[config.mk]
export PLATFORM = sky130hd
export DESIGN_NAME = axil_read_file
export DESIGN_NICKNAME = d
export VERILOG_FILES = /design/src/rtl/axil_read_file_pkg.sv /design/src/rtl/axil_slave_regs.sv /design/src/rtl/axil_read_file.sv
export SDC_FILE = /design/constraint.sdc
export NUM_CORES = 1
export LEC_CHECK = 0
export CORE_ASPECT_RATIO = 1.4
export CORE_MARGIN = 2
export CORE_UTILIZATION = 34
export CTS_BUF_LIST = sky130_fd_sc_hd__clkbuf_8
export CTS_CLUSTER_DIAMETER = 120
export DETAILED_ROUTE_END_ITERATION = 16
export PLACE_DENSITY_LB_ADDON = 0.25
export SYNTH_ARGS = -nofsm -noshare
export SYNTH_HDL_FRONTEND = slang
export SYNTH_SLANG_ARGS = --single-unit
[constraint.sdc]
create_clock -name aclk -period 2.1 [get_ports aclk]
set_clock_uncertainty 0.1 [all_clocks]
set_input_delay 0.42 -clock aclk [delete_from_list [all_inputs] [get_ports aclk]]
set_output_delay 0.42 -clock aclk [all_outputs]
set_load 0.005 [all_outputs]
[src/rtl/axil_read_file_pkg.sv]
// Shared definitions for the AXI4-Lite read-file block: master FSM state
// encoding and AXI response codes.
package axil_read_file_pkg;

    // Master FSM state type, kept as plain localparam constants for
    // compatibility with older tooling in the codebase.
    typedef logic [1:0] state_t;

    localparam state_t IDLE = 2'd0;
    localparam state_t ADDR = 2'd1;
    localparam state_t DATA = 2'd2;
    localparam state_t DONE = 2'd3;

    // AXI response codes used on the R channel.
    localparam logic [1:0] RESP_OKAY   = 2'b00;
    localparam logic [1:0] RESP_SLVERR = 2'b10;

endpackage

[src/rtl/axil_slave_regs.sv]
// Read-only AXI4-Lite slave: four word registers and the AR/R channel logic.
// Optional feature macro: AXIL_PROT_CHECK_EN -- reads of word 3 with an
// unprivileged arprot return SLVERR and zero data.
module axil_slave_regs
    import axil_read_file_pkg::*;
#(
    parameter int                    DATA_WIDTH = 32,
    parameter int                    ADDR_WIDTH = 4,
    parameter logic [DATA_WIDTH-1:0] REG0_INIT  = 32'h1111_1111,
    parameter logic [DATA_WIDTH-1:0] REG1_INIT  = 32'h2222_2222,
    parameter logic [DATA_WIDTH-1:0] REG2_INIT  = 32'h3333_3333,
    parameter logic [DATA_WIDTH-1:0] REG3_INIT  = 32'h4444_4444
) (
    input  logic                  aclk,
    input  logic                  aresetn,
    input  logic                  arvalid,
    input  logic [ADDR_WIDTH-1:0] araddr,
    input  logic [2:0]            arprot,
    output logic                  arready,
    output logic                  rvalid,
    output logic [DATA_WIDTH-1:0] rdata,
    output logic [1:0]            rresp,
    input  logic                  rready,
    output logic [DATA_WIDTH-1:0] data
);

    // NOTE: the register bank has no write path, so its contents are the
    // INIT constants themselves; no storage exists and nothing needs a reset.
    logic [DATA_WIDTH-1:0] reg_sel;
    logic [DATA_WIDTH-1:0] rdata_sel;
    logic [1:0]            resp_sel;
    logic [1:0]            word_q;
    logic                  ar_accept;
    logic                  ar_handshake;

    // A new address is taken only when the slave is neither acknowledging
    // nor holding read data.
    assign ar_accept    = arvalid && !arready && !rvalid;
    assign ar_handshake = arvalid && arready;

    // Select the register addressed by the latched word index.
    always_comb begin
        // NOTE: every combinational output gets a default first so no path
        // through the block leaves it unassigned (which would infer a latch).
        reg_sel = REG0_INIT;
        case (word_q)
            2'd0:    reg_sel = REG0_INIT;
            2'd1:    reg_sel = REG1_INIT;
            2'd2:    reg_sel = REG2_INIT;
            2'd3:    reg_sel = REG3_INIT;
            default: reg_sel = REG0_INIT;
        endcase
    end

`ifdef AXIL_PROT_CHECK_EN
    logic [2:0] prot_q;

    // Word 3 is privileged: unprivileged reads get SLVERR and zero data.
    always_comb begin
        rdata_sel = reg_sel;
        resp_sel  = RESP_OKAY;
        if (word_q == 2'd3 && !prot_q[0]) begin
            rdata_sel = '0;
            resp_sel  = RESP_SLVERR;
        end
    end

    // Capture the protection bits alongside the address.
    always_ff @(posedge aclk or negedge aresetn) begin
        if (!aresetn) begin
            prot_q <= 3'b000;
        end else if (ar_accept) begin
            prot_q <= arprot;
        end
    end

    logic unused_addr_bits;
    assign unused_addr_bits = ^araddr[1:0];
`else
    // Protection is ignored; every read returns the register with OKAY.
    always_comb begin
        rdata_sel = reg_sel;
        resp_sel  = RESP_OKAY;
    end

    logic unused_in_bits;
    assign unused_in_bits = ^{araddr[1:0], arprot};
`endif

    // AR acceptance, R channel data/valid and the selected-register view.
    always_ff @(posedge aclk or negedge aresetn) begin
        // NOTE: sequential state uses non-blocking assignments so every flop
        // samples the pre-edge values regardless of statement order.
        if (!aresetn) begin
            arready <= 1'b0;
            rvalid  <= 1'b0;
            rdata   <= '0;
            rresp   <= RESP_OKAY;
            word_q  <= 2'd0;
            data    <= '0;
        end else begin
            arready <= 1'b0;
            if (ar_accept) begin
                arready <= 1'b1;
                word_q  <= araddr[3:2];
            end
            if (ar_handshake) begin
                rvalid <= 1'b1;
                rdata  <= rdata_sel;
                rresp  <= resp_sel;
                data   <= reg_sel;
            end else if (rvalid && rready) begin
                rvalid <= 1'b0;
            end
        end
    end

endmodule

[src/rtl/axil_read_file.sv]
// AXI4-Lite read master plus its read-only register slave. The master reads
// ADDRESS once after reset and again on every start pulse seen while idle.
// Optional feature macro: AXIL_PROT_CHECK_EN (forwarded to axil_slave_regs).
module axil_read_file
    import axil_read_file_pkg::*;
#(
    parameter int                    DATA_WIDTH = 32,
    parameter int                    ADDR_WIDTH = 4,
    parameter int                    ADDRESS    = 12,
    parameter logic [DATA_WIDTH-1:0] REG0_INIT  = 32'h1111_1111,
    parameter logic [DATA_WIDTH-1:0] REG1_INIT  = 32'h2222_2222,
    parameter logic [DATA_WIDTH-1:0] REG2_INIT  = 32'h3333_3333,
    parameter logic [DATA_WIDTH-1:0] REG3_INIT  = 32'h4444_4444
) (
    input  logic                  aclk,
    input  logic                  aresetn,
    input  logic                  start,
    input  logic [2:0]            arprot,
    output logic                  busy,
    output logic                  done,
    output logic [DATA_WIDTH-1:0] rdata_out,
    output logic [1:0]            rresp_out,
    output logic [DATA_WIDTH-1:0] data
);

    localparam logic [ADDR_WIDTH-1:0] AR_ADDR = ADDR_WIDTH'(ADDRESS);

    state_t                state;
    state_t                state_nxt;
    logic                  armed;

    logic                  arvalid;
    logic                  arready;
    logic [ADDR_WIDTH-1:0] araddr;
    logic                  rvalid;
    logic                  rready;
    logic [DATA_WIDTH-1:0] rdata;
    logic [1:0]            rresp;

    // Channel controls and status decode straight from the state, so reset
    // clears them the instant the state register clears.
    assign arvalid = (state == ADDR);
    assign araddr  = AR_ADDR;
    assign rready  = (state == DATA);
    assign busy    = (state != IDLE);
    assign done    = (state == DONE);

    // Next-state logic: armed gives the automatic read after reset.
    always_comb begin
        state_nxt = state;
        case (state)
            IDLE:    if (armed || start) state_nxt = ADDR;
            ADDR:    if (arready)        state_nxt = DATA;
            DATA:    if (rvalid)         state_nxt = DONE;
            DONE:                        state_nxt = IDLE;
            default:                     state_nxt = IDLE;
        endcase
    end

    // State register; armed is only ever high in the first cycle after
    // reset, where the FSM is guaranteed to be in IDLE.
    always_ff @(posedge aclk or negedge aresetn) begin
        if (!aresetn) begin
            state <= IDLE;
            armed <= 1'b1;
        end else begin
            state <= state_nxt;
            armed <= 1'b0;
        end
    end

    // Capture read data and response on the R handshake.
    always_ff @(posedge aclk or negedge aresetn) begin
        if (!aresetn) begin
            rdata_out <= '0;
            rresp_out <= RESP_OKAY;
        end else if (state == DATA && rvalid) begin
            rdata_out <= rdata;
            rresp_out <= rresp;
        end
    end

    axil_slave_regs #(
        .DATA_WIDTH (DATA_WIDTH),
        .ADDR_WIDTH (ADDR_WIDTH),
        .REG0_INIT  (REG0_INIT),
        .REG1_INIT  (REG1_INIT),
        .REG2_INIT  (REG2_INIT),
        .REG3_INIT  (REG3_INIT)
    ) u_slave (
        .aclk    (aclk),
        .aresetn (aresetn),
        .arvalid (arvalid),
        .araddr  (araddr),
        .arprot  (arprot),
        .arready (arready),
        .rvalid  (rvalid),
        .rdata   (rdata),
        .rresp   (rresp),
        .rready  (rready),
        .data    (data)
    );

endmodule

==> metrics.txt <==
largest family of logic cells by synthesized area=buffers and inverters; r2r endpoint=state[1]; Compound-Gate Fraction of Synth Area=roughly 5.7%; cell row count=22; DR WL/cell=just over 8 µm; Post-synth EDFFs=0; leakage power=approximately 0.0005 µW; final std cells w/o fill=about 150; worst hold-check path type=reg -> reg; via/cell ratio=3.37; critical path peak fanout=3; CP Class=reg -> out; Total GRT Usage=between 7 and 8%; Gate Count Post-Synth=96; yosys warns=0; Pwr per Cell Area=1520 nW/µm²; Routability Congestion=slightly above 0.7; Synth top cells by count=buf_4 (62), dfrtp_1 (9), ha_1 (4), inv_1 (4), mux2_2 (3); full die area=between 3000 and 4000 µm²; CORE AREA=approximately 2600 µm²; R2R depth=5; gr busiest metal=met2; Horiz. Die Dim=48.1 µm; Pre-antenna DRT Iters=2; Max VDD drop=~560 µV; fmax=about 0.50 GHz; utilization after layout=between 40% and 50%; n_diodes=0; Area contributors post-synth=buf_4 (50%), dfrtp_1 (24%), ha_1 (5.4%), mux2_2 (3.7%), a221oi_4 (2.8%); setup_tns=0 ns; fin nets=around 120; top cell type's share of synthesized area=roughly half; met2 usage=about an eighth; Die Y-Extent=between 60 and 70 µm; DR DRC count=0; 1st-iter DRT viols=4; GR Overflow Total=0; final-report max-slew violation count=0; Avg Cell Area, Syn=a little under 10 µm²; RSZ-0062 raised after global routing=no; setup ws final=0.0866 ns; first-pass GRT wire length=1680 µm; simple-gate share of the synthesized area=4.06%; pre-CTS setup slack=around 0.27 ns; M1 GR Usage=8.52%; Tcrit/Tclk final=~96%; share of cells above drive strength 1=roughly an eighth; Synth Register Bits=10; Synth Area in Adders=5.41%; pin count of the biggest net entering global routing=11; Num Clock Sinks=10; Worst R2R Setup Slack=0.44 ns; # H-tree levels=1; Clk Latency, worst-skew pair=0.23 ns; Most used DFF post-synth=dfrtp_1; cell with the most instances after synthesis=buf_4; crit path capture=busy; Total Power=around 1600 µW; Yosys top cell by area=buf_4; post-synthesis xor/xnor area fraction=0%; worst setup path startpoint=state[0]; via count of the routed design=~500; # hold bufs at CTS=0; IO buf count=36; Data arrival, critical path=around 1.5 ns; Num CTS Buffers=3; Root Buffer=clkbuf_8; Worst setup SP type=flip-flop; Clock Tree Buf Depth=2; Post-synth ARST share=100%; CTS tree=built; final setup violation count=0; fillers=252; Req. time, crit path=about 1.6 ns; Area growth syn-to-layout=14.6%; post-synthesis mux area share=between 5 and 6%; final hold vios=0; status=finished clean; Initial Util=between 30% and 40%; Seq/Total Area, Yosys=a little over a quarter; mapped cell area=between 900 and 1000 µm²; cell count after placement=between 100 and 150; WL final=1190 µm; Worst setup EP type=output port; Max Cap Viol=0; RR Startpoint=state[0]; initial antenna violation count=0; Antenna Nets Post-Route=0; clock-pin slew on the worst setup and hold paths=0.05 ns; Final min period=2.01 ns; vias in the first global route=349; Post-DP HPWL=around 940 µm; I/O Pins=74; met3 usage in global routing=between 2 and 2.5%; count of different cell masters after synthesis=18
==> report_power, final <==
group          internal [µW]  total (µW)  switching, µW
registers                271         381            109
clock network            128         201           73.2
logic                    720        1030            311
==> how the worst min path moves through the flow <==
stage / startpoint / endpoint / slack [ns] / cells past startpoint
5_1_grt: u_slave.word_q[0] / u_slave.word_q[0] / 0.42 / 1
6_report: u_slave.word_q[0] / u_slave.rdata[28] / 0.39 / 1
2_1_floorplan: aresetn / rdata_out[26] / 0.02 / 0
3_5_place_dp: u_slave.word_q[0] / u_slave.rdata[28] / 0.39 / 1
3_3_place_gp: u_slave.word_q[0] / u_slave.rdata[28] / 0.38 / 1
4_1_cts: u_slave.word_q[0] / u_slave.rdata[28] / 0.39 / 1
==> registers in the layout, summed over array words and instances, names as in the netlist <==
| name | cells |
|---|---|
| u_slave.rvalid | 1 |
| u_slave.word_q | 1 |
| rdata_out | 2 |
| u_slave.rdata | 2 |
| state | 2 |
| armed | 1 |
| u_slave.arready | 1 |
==> per-stage QoR <==
stage	hold slack [ns]	instance area (µm²)
after floorplan	0.0244	1050
final	0.395	1060
after global placement	0.385	992
after detailed placement	0.391	992
after global routing	0.423	1060
after CTS	0.390	1040
==> placed cells by master (no fill, tap or decap) <==
cell type,netlist,final
o21ai_0,1,1
and2_1,1,1
buf_4,62,3
dfrtp_1,9,9
conb_1,1,35
clkdlybuf4s50_1,0,36
dfstp_2,1,1
a221oi_4,1,1
ha_1,4,4
o32a_1,1,1
nand2_1,2,2
mux2_2,3,3
a21oi_1,1,1
nor2b_4,1,1
or2_1,1,1
a31oi_1,1,1
mux2_4,1,1
nor2_1,1,1
inv_1,4,5
clkbuf_8,0,3
==> final cells by class <==
class	count	area, µm²	share of cell area [%]
Clock buffer	3	41.3	3.90
Clock inverter	1	3.75	0.354
Inverter	4	15.0	1.42
Multi-Input combinational cell	54	320	30.2
Sequential cell	10	251	23.7
Tap cell	36	45.0	4.25
Timing Repair Buffer	39	383	36.1
==> routing by layer <==
metal / vias up / routed length, µm
li1: 234 / -
met1: 218 / 426
met2: 41 / 620
met3: 2 / 130
met4: 0 / 15
met5: - / 0
==> logic make-up after synthesis <==
kind of cell    after synthesis
fa+ha+maj                     4
compound gates                5
other cells                   1
simple gates                  6
flops                        10
buf+inv                      66
mux                           4
==> worst max-delay path, cell delays in order, from the launching register on <==
cell	delay, ns
dfrtp_1	0.36
inv_1	0.08
ha_1	0.26
inv_1	0.07
clkdlybuf4s50_1	0.49
==> what timing repair did <==
item                                    4_1_cts  5_1_grt
resized for setup                             0        0
buffers inserted                              0        3
endpoints found under the setup margin        0        1
Power figures use the tool's default switching activity.
